==> src/rtl/div_unit.sv <==
// -----------------------------------------------------------------------------
// div_unit
//   Multi-cycle DATA_W-bit signed/unsigned integer divider for the execute
//   stage (DIV/DIVU). Restoring shift-subtract, one quotient bit per cycle.
//   The execute stage holds start_i high until it has consumed ready_o; the
//   result {remainder, quotient} then feeds the HI/LO write path.
//
// Ports
//   clk          in   clock, rising edge
//   rst          in   asynchronous reset, active low
//   signed_div_i in   1 = DIV (two's complement), 0 = DIVU
//   opdata1_i    in   dividend, sampled only when a start is accepted
//   opdata2_i    in   divisor, sampled only when a start is accepted
//   start_i      in   request, held high until the result is consumed
//   annul_i      in   abort an in-flight division (branch/flush)
//   result_o     out  {remainder, quotient}, registered
//   ready_o      out  result_o valid, registered
// -----------------------------------------------------------------------------
module div_unit #(
    parameter int DATA_W = 32
) (
    input  logic                clk,
    input  logic                rst,
    input  logic                signed_div_i,
    input  logic [DATA_W-1:0]   opdata1_i,
    input  logic [DATA_W-1:0]   opdata2_i,
    input  logic                start_i,
    input  logic                annul_i,
    output logic [2*DATA_W-1:0] result_o,
    output logic                ready_o
);

    localparam int              CNT_W = $clog2(DATA_W) + 1;
    localparam logic [CNT_W-1:0] LAST = CNT_W'(DATA_W);
    localparam logic [CNT_W-1:0] ONE  = CNT_W'(1);

    typedef enum logic [1:0] {
        S_IDLE,
        S_BYZERO,
        S_ON,
        S_END
    } state_t;

    state_t             state, state_d;
    logic [CNT_W-1:0]   cnt, cnt_d;
    logic [DATA_W-1:0]  rem_q, rem_d;   // partial remainder
    logic [DATA_W-1:0]  quo_q, quo_d;   // dividend shifting out, quotient shifting in
    logic [DATA_W-1:0]  dvs_q, dvs_d;   // |divisor|
    logic               neg_quo, neg_quo_d;
    logic               neg_rem, neg_rem_d;
    logic [2*DATA_W-1:0] result_d;
    logic               ready_d;

    // Operand magnitudes; the most negative value maps onto itself, which is
    // the correct unsigned magnitude.
    logic [DATA_W-1:0]  op1_abs, op2_abs;
    assign op1_abs = (signed_div_i && opdata1_i[DATA_W-1]) ? -opdata1_i : opdata1_i;
    assign op2_abs = (signed_div_i && opdata2_i[DATA_W-1]) ? -opdata2_i : opdata2_i;

    // One restoring step. rem_q < dvs_q, so the shifted value is below
    // 2*dvs_q and the difference fits in DATA_W+1 bits; its MSB is the borrow.
    logic [DATA_W:0]    shifted, diff;
    assign shifted = {rem_q, quo_q[DATA_W-1]};
    assign diff    = shifted - {1'b0, dvs_q};

    logic [DATA_W-1:0]  quo_fix, rem_fix;
    assign quo_fix = neg_quo ? -quo_q : quo_q;
    assign rem_fix = neg_rem ? -rem_q : rem_q;

    logic abort;
    assign abort = annul_i || !start_i;

    always_comb begin
        state_d   = state;
        cnt_d     = cnt;
        rem_d     = rem_q;
        quo_d     = quo_q;
        dvs_d     = dvs_q;
        neg_quo_d = neg_quo;
        neg_rem_d = neg_rem;
        result_d  = result_o;
        ready_d   = ready_o;

        unique case (state)
            S_IDLE: begin
                result_d = '0;
                ready_d  = 1'b0;
                if (start_i && !annul_i) begin
                    cnt_d = '0;
                    rem_d = '0;
                    if (opdata2_i == '0) begin
                        state_d   = S_BYZERO;
                        quo_d     = '0;
                        dvs_d     = '0;
                        neg_quo_d = 1'b0;
                        neg_rem_d = 1'b0;
                    end else begin
                        state_d   = S_ON;
                        quo_d     = op1_abs;
                        dvs_d     = op2_abs;
                        neg_quo_d = signed_div_i & (opdata1_i[DATA_W-1] ^ opdata2_i[DATA_W-1]);
                        neg_rem_d = signed_div_i & opdata1_i[DATA_W-1];
                    end
                end
            end

            // Divide-by-zero answers 0 after two cycles; cnt paces it.
            S_BYZERO: begin
                if (abort) begin
                    state_d = S_IDLE;
                    ready_d = 1'b0;
                end else if (cnt == ONE) begin
                    state_d  = S_END;
                    result_d = '0;
                    ready_d  = 1'b1;
                end else begin
                    cnt_d = cnt + ONE;
                end
            end

            // cnt 0..DATA_W-1 are iterations; the cnt==DATA_W cycle publishes.
            S_ON: begin
                if (abort) begin
                    state_d = S_IDLE;
                    ready_d = 1'b0;
                end else if (cnt == LAST) begin
                    state_d  = S_END;
                    result_d = {rem_fix, quo_fix};
                    ready_d  = 1'b1;
                end else begin
                    cnt_d = cnt + ONE;
                    if (!diff[DATA_W]) begin
                        rem_d = diff[DATA_W-1:0];
                        quo_d = {quo_q[DATA_W-2:0], 1'b1};
                    end else begin
                        rem_d = shifted[DATA_W-1:0];
                        quo_d = {quo_q[DATA_W-2:0], 1'b0};
                    end
                end
            end

            // Result already complete: annul_i is ignored, only start_i drop ends it.
            S_END: begin
                if (!start_i) begin
                    state_d  = S_IDLE;
                    result_d = '0;
                    ready_d  = 1'b0;
                end
            end

            default: state_d = S_IDLE;
        endcase
    end

    always_ff @(posedge clk or negedge rst) begin
        if (!rst) begin
            state    <= S_IDLE;
            cnt      <= '0;
            rem_q    <= '0;
            quo_q    <= '0;
            dvs_q    <= '0;
            neg_quo  <= 1'b0;
            neg_rem  <= 1'b0;
            result_o <= '0;
            ready_o  <= 1'b0;
        end else begin
            state    <= state_d;
            cnt      <= cnt_d;
            rem_q    <= rem_d;
            quo_q    <= quo_d;
            dvs_q    <= dvs_d;
            neg_quo  <= neg_quo_d;
            neg_rem  <= neg_rem_d;
            result_o <= result_d;
            ready_o  <= ready_d;
        end
    end

endmodule

==> config.mk <==
export PLATFORM = sky130hd
export DESIGN_NAME = div_unit
export DESIGN_NICKNAME = d
export VERILOG_FILES = /design/src/rtl/div_unit.sv
export SDC_FILE = /design/constraint.sdc
export NUM_CORES = 1
export LEC_CHECK = 0
export BUFFER_PORTS_ARGS = -buffer_cell sky130_fd_sc_hd__buf_2
export CORE_MARGIN = 3
export CORE_UTILIZATION = 39
export CTS_CLUSTER_DIAMETER = 50
export DETAILED_ROUTE_END_ITERATION = 12
export GPL_TIMING_DRIVEN = 1
export SLEW_MARGIN = 20
export SYNTH_ARGS = -nofsm -noshare
export SYNTH_HDL_FRONTEND = slang
export SYNTH_SLANG_ARGS = --single-unit
==> constraint.sdc <==
create_clock -name clk -period 7.4 [get_ports clk]
set_input_delay 1.48 -clock clk [delete_from_list [all_inputs] [get_ports clk]]
set_output_delay 1.48 -clock clk [all_outputs]
set_load 0.01 [all_outputs]
-- Yosys cells after proc, flatten, opt, wreduce, memory -nomap -nowiden
Index checks and enable logic that the tools add are counted.
- register bits: 171
- logic and storage cells: 93
- bitwise operators: 3
- reductions and logical operators: 16
- multiplexer cells: 44
- add/sub/neg operators: 6
- eq/ne operators: 15
- operators with widths (kind ; number):
    two-way mux 32 bit ; 13
    two-way mux 64 bit ; 5
    one-hot mux 64 bit (4 select lines) ; 1
    negator 32 bit ; 4
    one-hot mux 32 bit (2 select lines) ; 2
    subtractor 33 x 32 -> 33 bit ; 1
    logical NOT 32 bit ; 1
    two-way mux 6 bit ; 5
    one-hot mux 6 bit (3 select lines) ; 1
    != test 2 bit (second input constant) ; 8
    two-way mux 2 bit ; 7
    two-way mux 1 bit ; 8
    one-hot mux 2 bit (4 select lines) ; 1
    AND reduction 4 bit ; 2
    adder 6 x 1 -> 6 bit (second input constant) ; 1
    == test 6 x 1 -> 1 bit (second input constant) ; 1
    == test 6 bit (second input constant) ; 1
    != test 3 bit (second input constant) ; 2
    AND reduction 6 bit ; 1
    AND reduction 5 bit ; 1
    == test 2 bit (second input constant) ; 2
    one-hot mux 1 bit (4 select lines) ; 1
    logical AND 1 bit ; 3
    AND reduction 3 bit ; 1
    9 further kinds ; 11

-- Logic depth before layout (Yosys ltp)
Gate-level depths: netlist of run 1.
- depth after elaboration: 5
- depth in mapped cells: 13
- mapped depth without buffers: 12

-- Least setup slack after synthesis of run 1
OpenSTA, ideal clock, no wires.
- path type: input-to-reg
- start point: input opdata2_i[10]
- end point: register quo_q[21]
- path buffers: 2
- slack: 3.594 ns
- cell stages on the path: 10
- arrival time: 3.680 ns
- library setup time: 0.125 ns
- path through: or4_4 -> or4_4 -> nor2_4 -> and3_4 -> nor4b_4 -> nor2_2 -> nand3_1 -> buf_4 -> buf_6 -> o21ai_2
- word-level cells in the longest chain between the ends: 4
- ends and longest elaborated chain (what ; line ; RTL):
    start: declaration ; 26 ; input logic [DATA_W-1:0] opdata2_i,
    logical NOT 32 bit ; 91 ; if (opdata2_i == '0) begin
    two-way mux 32 bit ; 91 ;
    two-way mux 32 bit ; 88 ; if (start_i && !annul_i) begin
    one-hot mux 32 bit (2 select lines) ; 84 ; unique case (state)
    end signal: assignment ; 170 ; quo_q <= quo_d;
    end: declaration ; 47 ; logic [DATA_W-1:0] quo_q, quo_d;
Every way passes these cells. The select of a mux whose other input is x is not followed.
A chain may end at the register's enable or synchronous reset.

-- Final worst setup path of run 1
- start point: register quo_q[31]
- end point: register rem_q[8]
- word-level cells in the longest chain between the ends: 5
- ends and longest elaborated chain (what ; line ; RTL):
    subtractor 33 x 32 -> 33 bit ; 64 ; assign diff = shifted - {1'b0, dvs_q};
    two-way mux 32 bit ; 132 ; if (!diff[DATA_W]) begin
    two-way mux 32 bit ; 126 ; end else if (cnt == LAST) begin
    two-way mux 32 bit ; 123 ; if (abort) begin
    one-hot mux 32 bit (2 select lines) ; 84 ;
    end signal: assignment ; 169 ; rem_q <= rem_d;
    end: declaration ; 46 ; logic [DATA_W-1:0] rem_q, rem_d;
Every way passes these cells. The select of a mux whose other input is x is not followed.

==> impl_metrics.tcl, run 1 <==
set metrics [dict create \
    run_status "complete, no violations" \
    crit_top_cell "o21ai_0" \
    worstMarginPinSlew_ns 1.01 \
    ctsHtreeMaxLevel 4 \
    clk_latency_ns 0.42 \
    syn_to_final_growth_pct 14.3 \
    layout.cells.non_filler 1779 \
    ys_warn_count 0 \
    slew_violations 0 \
    avgViaCountPerCell 5.29 \
    ir_worst_vdd_uv 222 \
    postSynthAreaPerCell_sq_um 8.68 \
    io_buffers 133 \
    cts_tree "done" \
    maxSlewHeadroom_pct 32.8 \
    tns_ns 0 \
    finalHoldViolations 0 \
    setup_violations 0 \
    die_width_um 175 \
    ys.flop_type "dfrtp_1" \
    whs_endpoint "result_o[22]" \
    vias 9411 \
    cp-end-kind "register" \
    critPathMaxFanout 24 \
    final_layout_size_suffix_gt1_share_pct 14.9 \
    p_per_area_mw_per_mm2 470 \
    async_flop_share_pct 100 \
    drtIter0Drc 486 \
    grt_overflow 0 \
    clockBufferDepth 2 \
    cts_post_setup_buffers_inserted 0 \
    hold_path_depth 2 \
    antenna_found_initial 0 \
    grt_pass1_wl_um 47600 \
    drtPass1Iterations 6 \
    required_ns 7.66 \
    drv_cap 0 \
    n_fill_cell 2789 \
    post_dp_cell_area_sq_mm 0.0122 \
    dp_hpwl_um 21300 \
    synth.area.top_cells "dfrtp_1 (38%), o21ai_0 (8.4%), nand2_1 (6.9%)" \
    n_antenna_cell 0 \
    grt_pass1_vias 9075 \
    timing.rr.end "rem_q[8]" \
    rsz0062_at_grt "no" \
    hold_buffers 0 \
    die_h_um 175 \
    synth_top_cell_by_area "dfrtp_1" \
    gp_congestion 0.842 \
    synth_top_area_share_pct 38.3 \
    stdcell_area_sq_mm 0.0128 \
    crit_type "register to register" \
    path_cells "inv_1, ha_1, fa_1, nand2b_1, a21oi_1, o21ai_0, o21ai_2, a311oi_1, a211oi_2, xor2_4, buf_4, mux2i_1, o21ai_0" \
    synthesis.area_sq_mm 0.0112 \
    syn_nets 1404 \
    core-area_sq_mm 0.0280 \
    start_util_pct 39.9 \
    design.die.area_sq_mm 0.0307 \
    clock_skew_ns 0.0121 \
    synth.distinct_cells 74 \
    placed_cells 1748 \
    yosysSeqAreaShare_pct 38.3 \
    cts_sinks 171 \
    arrival_ns 4.37 \
    r2r_start "quo_q[31]" \
    cp-start-kind "register" \
    crit_path_max_incr_delay_ns 0.72 \
    cts_resized 0 \
    grt_start_max_net_pins 74 \
    min_from "result_o[22]" \
    ys_seq_elements 171 \
    rows 61 \
    reg2reg_depth 13 \
    finalWirelength_um 28800 \
    fin_crit_sh_pct 55.6 \
    hold_class "register to register" \
    grtUsageTotal_pct 18.8 \
    leakage_uw 0.00585 \
    seq_area_sq_mm 0.00428 \
    synth-edff-count 0 \
    total_power_uw 6010 \
    crit_slowest_cell "xor2_4" \
    cts.reportedPaths.clkPinSlew_ns 0.07 \
    finalCriticalPeriod_ns 4.11 \
    fin_nets 1504 \
    ff2ff_setup_slack_ns 3.29 \
    multi_input_area_sq_mm 0.00649 \
    ios 134 \
    cts_root_buf "clkbuf_16" \
    wl_per_cell_um 16.2 \
    post-route-drc-count 0 \
    final_antenna_net_count 0 \
    syn_inst 1289 \
    fmax_ghz 0.243 \
    holdWs_ns 0.474 \
    cts_buffers 17 \
]
## cell usage in the layout (no fill, tap or decap), drive strengths merged, types with 5 or more instances in the layout
| cell type | n |
|---|---|
| a21o | 17 |
| a21oi | 58 |
| a22oi | 29 |
| and2 | 11 |
| and3 | 11 |
| buf | 141 |
| clkbuf | 18 |
| dfrtp | 171 |
| ha | 45 |
| inv | 59 |
| mux2i | 31 |
| nand2 | 206 |
| nand2b | 8 |
| nand3 | 19 |
| nand4 | 6 |
| nor2 | 51 |
| nor2b | 7 |
| nor3 | 19 |
| nor4 | 6 |
| o21a | 6 |
| o21ai | 203 |
| o221ai | 5 |
| o31ai | 34 |
| o41ai | 12 |
| or3 | 13 |
| or4 | 12 |
| xnor2 | 62 |
| xor2 | 87 |
## synthesized netlist by cell type (all sizes together), types with 4 or more instances
library cell,count
a21o,17
a21oi,58
a22o,4
a22oi,29
a31oi,4
and2,11
and3,11
buf,10
clkbuf,50
dfrtp,171
ha,45
inv,52
mux2i,31
nand2,206
nand2b,8
nand3,19
nand4,6
nor2,51
nor2b,7
nor3,19
nor4,6
o211ai,4
o21a,6
o21ai,203
o21bai,4
o221ai,5
o31ai,34
o41ai,12
or3,13
or4,12
xnor2,62
xor2,87
## kinds of logic (layout without fill, tap and decap cells)
| logic type | Yosys count | in the layout | synth area share [%] |
|---|---|---|---|
| AO/OA/AOI/OAI | 402 | 402 | 22.1 |
| XOR/XNOR | 149 | 149 | 11.7 |
| adder cells (fa/ha/maj) | 46 | 46 | 5.21 |
| buffers and inverters | 112 | 224 | 3.97 |
| flip-flops | 171 | 171 | 38.3 |
| multiplexers | 32 | 32 | 2.87 |
| AND/OR/NAND/NOR | 377 | 377 | 15.9 |
## cell type report
class,count,area share [%]
Clock buffer,18,3.43
Clock inverter,13,1.40
Inverter,52,1.53
Multi-Input combinational cell,1006,50.8
Sequential cell,171,33.5
Tap cell,378,3.70
Timing Repair Buffer,141,5.72
## worst max-delay path by stage
stage           endpoint           from  cells past startpoint  slack, ns
2_1_floorplan  quo_q[21]  opdata2_i[10]                     10       3.59
3_3_place_gp    quo_q[9]  opdata2_i[10]                     10       3.06
3_5_place_dp   quo_q[18]  opdata2_i[10]                     10       2.96
4_1_cts         rem_q[8]      quo_q[31]                     13       3.25
5_1_grt         rem_q[8]       rem_q[0]                     12       2.96
6_report        rem_q[8]      quo_q[31]                     13       3.29
## metal layers
metal / GRT usage, % / wire (um)
met5: 0 / 0
met4: 3.99 / 365
met3: 3.13 / 1320
met2: 28.0 / 12200
met1: 28.5 / 14900
## worst max-delay path, delay by kind of cell, from the launching register on
kind                       cells  cell delay (ns)
xor gates and xnor gates       1             0.72
muxes                          1             0.22
buffers and inverters          2             0.45
adders and majority gates      2             0.62
AOI/OAI and AO/OA              6             1.37
and+or+nand+nor                1             0.18
DFF                            1             0.38
## sequential cells by signal (all words and copies together), names as in the netlist
name	count
neg_rem	1
cnt	6
quo_q	32
neg_quo	1
state	2
result_o	64
ready_o	1
dvs_q	32
rem_q	32
## power breakdown
| group | total [uW] | internal (uW) | leakage [uW] | switching (uW) |
|---|---|---|---|---|
| Sequential | 1780 | 1310 | 0.00226 | 477 |
| Clock | 952 | 550 | 0.000306 | 402 |
| Combinational | 3270 | 1380 | 0.00328 | 1890 |
| Total | 6010 | 3240 | 0.00585 | 2770 |
## stage by stage
| stage | utilization, % | worst slack [ns] |
|---|---|---|
| 6_report | 45.7 | 3.29 |
| 2_1_floorplan | - | 3.59 |
| 3_5_place_dp | 43.4 | 2.96 |
| 3_3_place_gp | 43.4 | 3.06 |
| 5_1_grt | 45.7 | 2.96 |
| 4_1_cts | 45.6 | 3.25 |
Power figures use the tool's default switching activity.
==> run 2: changes to the inputs <==
==> constraint.sdc (replaced) <==
create_clock -name clk -period 4 [get_ports clk]
set_input_delay 0.8 -clock clk [delete_from_list [all_inputs] [get_ports clk]]
set_output_delay 0.8 -clock clk [all_outputs]
set_load 0.01 [all_outputs]
==> impl_metrics.tcl, run 2 (synthesized netlist as in run 1, its figures left out) <==
set metrics [dict create \
    run_status "complete, no violations" \
    finalHoldViolations 0 \
    ctsHtreeMaxLevel 4 \
    drtPass1Iterations 5 \
    fin_crit_sh_pct 87.6 \
    io_buffers 133 \
    design.die.area_sq_mm 0.0307 \
    seq_area_sq_mm 0.00428 \
    arrival_ns 3.81 \
    cts_buffers 17 \
    clock_skew_ns 0.0141 \
    critPathLaunch "quo_q[31]" \
    cts.reportedPaths.clkPinSlew_ns 0.07 \
    cp-start-kind "register" \
    post-route-drc-count 0 \
    power_frac_seq_pct 29.6 \
    cts_root_buf "clkbuf_16" \
    largest_reg_flops 64 \
    mostFrequentLayoutCells "nand2_1 (203), o21ai_0 (188), dfrtp_1 (171)" \
    grt_overflow 0 \
    n_antenna_cell 0 \
    rsz0062_at_grt "no" \
    required_ns 4.30 \
    fmax_ghz 0.285 \
    finalCriticalPeriod_ns 3.51 \
    crit_path_max_incr_delay_ns 0.40 \
    maxSlewHeadroom_pct 30.7 \
    hold_class "input pin to async pin" \
    leakage_uw 0.00584 \
    dp_hpwl_um 21500 \
    start_util_pct 39.9 \
    gp_congestion 0.874 \
    core-area_sq_mm 0.0280 \
    hold_buffers 0 \
    cts_post_setup_buffers_inserted 0 \
    rows 61 \
    crit_slowest_cell "fa_1" \
    die_width_um 175 \
    holdWs_ns 0.411 \
    drtIter0Drc 613 \
    cts_tree "done" \
    clk_latency_ns 0.43 \
    pwr-share-clk_pct 14.9 \
    antenna_found_initial 0 \
    avgViaCountPerCell 5.26 \
    finalWirelength_um 28600 \
    final_antenna_net_count 0 \
    switching_share_pct 46.5 \
    clockBufferDepth 2 \
    crit_type "register to register" \
    cts_sinks 171 \
    p_int_uw 5930 \
    fin_nets 1508 \
    ios 134 \
    wl_per_cell_um 16.0 \
    tns_ns 0 \
    grt_start_max_net_pins 82 \
    setup_violations 0 \
    p_per_area_mw_per_mm2 865 \
    worstMarginPinSlew_ns 1.04 \
    path_cells "inv_1, ha_1, fa_1, nand2b_1, a21oi_1, o21ai_0, o21ai_2, a311oi_1, a211oi_2, xor2_4, mux2_2, a221o_1" \
    vias 9383 \
    top_register "result_o" \
    syn_to_final_growth_pct 14.4 \
    grtUsageTotal_pct 18.9 \
    ir_worst_vdd_uv 469 \
    grt_pass1_wl_um 47800 \
    r2r_start "quo_q[31]" \
    pwr-share-comb_pct 55.5 \
    slew_violations 0 \
    grt_pass1_vias 9245 \
    drv_cap 0 \
    final_common_cell "nand2_1" \
    multi_input_area_sq_mm 0.00649 \
    p_sw_uw 5140 \
    n_fill_cell 2810 \
    die_h_um 175 \
    critPathMaxFanout 6 \
    cp-end-kind "register" \
    cts_resized 0 \
    final_layout_size_suffix_gt1_share_pct 15.1 \
]
-- run 2: cell count changes in the layout (fill, tap and decap cells not counted), moves of 2 or more --
cell        previous run  this run
bufinv_16              3         1
clkbuf_8               1         3
inv_8                  2         0
clkinvlp_4             0         2
buf_4                  8        10
buf_12                 0         2
-- run 2: path summary, 6_finish.rpt --
kind | slack (ns) | cells past startpoint | endpoint
min in group clk | 0.47 | 2 | result_o[42]
min reg2reg | 0.47 | 2 | result_o[42]
max in group asynchronous | 2.70 | 2 | result_o[61]
max | 0.49 | 12 | rem_q[29]
min | 0.41 | 1 | result_o[52]
max reg2reg | 0.49 | 12 | rem_q[29]
-- run 2: cell type report --
| class | instances | area share (%) |
|---|---|---|
| Multi-Input combinational cell | 1006 | 50.7 |
| Clock inverter | 10 | 0.802 |
| Inverter | 52 | 1.53 |
| Timing Repair Buffer | 145 | 6.15 |
| Tap cell | 378 | 3.70 |
| Clock buffer | 21 | 3.68 |
| Sequential cell | 171 | 33.4 |
-- run 2: routing by layer --
layer / vias to the layer above / share of wire, % / wire length (um) / GRT usage (%)
li1: 4760 / - / - / -
met1: 4416 / 53 / 15200 / 29.0
met2: 182 / 42 / 12000 / 28.1
met3: 25 / 3.8 / 1080 / 2.49
met4: 0 / 1.1 / 326 / 4.72
met5: - / 0 / 0 / 0
-- run 2: stage by stage --
step,instances,setup slack [ns],instance area [sq um],power [uW],utilization (%)
5_1_grt,1783,0.256,12800,12100,45.7
3_5_place_dp,1752,0.527,12200,9450,43.6
6_report,1783,0.495,12800,11100,45.7
2_1_floorplan,1289,0.773,11200,7770,-
4_1_cts,1783,0.484,12800,11100,45.7
3_3_place_gp,1752,0.586,12200,9360,43.6
-- run 2: power by group through the flow --
stage | registers, uW | logic [uW] | clock network, uW
after global routing | 3410 | 6970 | 1750
after floorplan | 3090 | 4680 | 0
after CTS | 3270 | 6180 | 1680
after detailed placement | 3300 | 6150 | 0
after global placement | 3270 | 6090 | 0
final | 3280 | 6150 | 1640
-- run 2: worst max-delay path: cells and delay by family (launching register included) --
family,cells,cell delay [ns]
AND/OR/NAND/NOR,1,0.18
XOR/XNOR,1,0.21
buffers and inverters,1,0.07
AO/OA/AOI/OAI,6,1.57
adder cells (fa/ha/maj),2,0.62
flip-flops,1,0.38
multiplexers,1,0.35
==> run 3: changes to the inputs <==
--- a/config.mk
+++ b/config.mk
@@ -5,6 +5,7 @@
 export SDC_FILE = /design/constraint.sdc
 export NUM_CORES = 1
 export LEC_CHECK = 0
+export ABC_AREA = 1
 export BUFFER_PORTS_ARGS = -buffer_cell sky130_fd_sc_hd__buf_2
 export CORE_MARGIN = 3
 export CORE_UTILIZATION = 39
==> impl_metrics.tcl, run 3 <==
set metrics [dict create \
    finalHoldViolations 0 \
    io_buffers 133 \
    final_antenna_net_count 0 \
    crit_path_max_incr_delay_ns 0.66 \
    rows 66 \
    tns_ns 0 \
    cts_buffers 17 \
    hold_class "input pin to async pin" \
    die_width_um 188 \
    arrival_ns 3.29 \
    postSynthAreaPerCell_sq_um 6.69 \
    cts_sinks 171 \
    seq_area_sq_mm 0.00428 \
    cts_tree "done" \
    ys_warn_count 0 \
    finalWirelength_um 40000 \
    cts.reportedPaths.clkPinSlew_ns 0.08 \
    grt_pass1_wl_um 65600 \
    leakage_uw 0.00792 \
    hold_buffers 0 \
    path_cells "inv_1, ha_1, buf_4, inv_2, or2_1, inv_2, nor2_4, buf_4, inv_2, nor2_8, inv_4, o21bai_1" \
    synth.area.top_cells "dfrtp_1 (33%), nand2_1 (17%), inv_1 (7.8%)" \
    n_antenna_cell 0 \
    grt_overflow 0 \
    fin_nets 2170 \
    final_common_cell "nand2_1" \
    syn_to_final_growth_pct 12.6 \
    run_status "complete, no violations" \
    crit_family "buffers and inverters" \
    drtPass1Iterations 5 \
    ctsHtreeMaxLevel 4 \
    synth-edff-count 0 \
    synthesis.area_sq_mm 0.0130 \
    multi_input_area_sq_mm 0.00735 \
    synth.distinct_cells 52 \
    slew_violations 0 \
    grt_start_max_net_pins 81 \
    mostFrequentLayoutCells "nand2_1 (594), inv_1 (271), dfrtp_1 (171)" \
    ys_seq_elements 171 \
    fin_crit_sh_pct 74.2 \
    synth.most_common_cell "nand2_1" \
    path_buf_inv 7 \
    rsz0062_at_grt "no" \
    gp_congestion 0.896 \
    total_power_uw 11400 \
    clockBufferDepth 2 \
    grt_pass1_vias 12000 \
    avgViaCountPerCell 5.01 \
    ys.flop_type "dfrtp_1" \
    finalCriticalPeriod_ns 2.97 \
    crit_slowest_cell "inv_2" \
    syn_inst 1941 \
    maxSlewHeadroom_pct 39.2 \
    post-route-drc-count 0 \
    cp-start-kind "register" \
    crit_type "register to register" \
    grtUsageTotal_pct 22.9 \
    worstMarginPinSlew_ns 0.913 \
    clock_skew_ns 0.0121 \
    cts_resized 0 \
    setup_violations 0 \
    cts_post_setup_buffers_inserted 0 \
    syn_nets 2056 \
    critPathMaxFanout 44 \
    synth_top_cell_by_area "dfrtp_1" \
    antenna_found_initial 0 \
    drv_cap 0 \
    design.die.area_sq_mm 0.0355 \
    required_ns 4.32 \
    largest_reg_flops 64 \
    synth_top_area_share_pct 33.0 \
    core-area_sq_mm 0.0327 \
    vias 12600 \
    async_flop_share_pct 100 \
    final_layout_size_suffix_gt1_share_pct 11.4 \
    wl_per_cell_um 15.9 \
    n_fill_cell 3506 \
    start_util_pct 39.7 \
    p_per_area_mw_per_mm2 780 \
    ir_worst_vdd_uv 371 \
    dp_hpwl_um 31800 \
    die_h_um 188 \
    cts_root_buf "clkbuf_16" \
    cp-end-kind "register" \
    top_register "result_o" \
    yosysSeqAreaShare_pct 33.0 \
    crit_top_cell "inv_2" \
    fmax_ghz 0.337 \
    ios 134 \
    clk_latency_ns 0.45 \
    drtIter0Drc 1111 \
    netlist_top_cells_count "nand2_1 (594), inv_1 (271), dfrtp_1 (171), nor2_1 (163), nand3_1 (159)" \
]
## run 3: layer usage
layer	track usage, %	part of all wire [%]	vias up
li1	-	-	6459
met1	36.8	53	5717
met2	31.9	39	373
met3	3.59	6.6	35
met4	4.84	1.2	0
met5	0	0	-
## run 3: power breakdown
part | internal [uW] | switching (uW)
Combinational | 2210 | 4550
Clock | 833 | 841
Sequential | 2360 | 617
## run 3: area by class of cell
| cell class | count | area share [%] |
|---|---|---|
| Clock buffer | 17 | 2.91 |
| Clock inverter | 15 | 1.08 |
| Inverter | 286 | 7.36 |
| Multi-Input combinational cell | 1434 | 50.3 |
| Sequential cell | 171 | 29.3 |
| Tap cell | 442 | 3.78 |
| Timing Repair Buffer | 145 | 5.30 |
## run 3: worst paths after layout
path	end	start	cells past startpoint	slack, ns
worst max register to register	quo_q[13]	state[0]	12	1.03
worst min register to register	result_o[60]	result_o[60]	2	0.48
max in group asynchronous	quo_q[23]	rst	2	2.65
worst min-delay path	result_o[61]	rst	1	0.39
min in group clk	result_o[60]	result_o[60]	2	0.48
worst max-delay path	quo_q[13]	state[0]	12	1.03
## run 3: cells by family (layout without fill, tap and decap cells)
logic type                 Yosys count  in the layout  synth area share [%]
buffers and inverters              336            463                  10.4
xor gates and xnor gates            84             84                  5.67
AOI/OAI and AO/OA                  283            283                  12.8
adders and majority gates           46             46                  4.49
DFF                                171            171                  33.0
and+or+nand+nor                   1021           1021                  33.7
## run 3: stage by stage
stage	cell area [sq um]	setup slack (ns)	utilization, %	instances	hold slack, ns
CTS	14600	1.05	44.7	2510	0.435
floorplan	13000	1.78	-	1941	0.449
finish	14600	1.03	44.7	2510	0.392
global route	14600	0.825	44.7	2510	0.456
detailed placement	14000	1.07	42.9	2478	0.465
global placement	14000	1.09	42.9	2478	0.464
## run 3: worst register-to-register path, cell delays in order (launching register included)
cell and delay (ns):
dfrtp_1 0.44, inv_1 0.13, ha_1 0.15, buf_4 0.23
inv_2 0.13, or2_1 0.27, inv_2 0.08, nor2_4 0.03
buf_4 0.23, inv_2 0.67, nor2_8 0.14, inv_4 0.24
o21bai_1 0.11
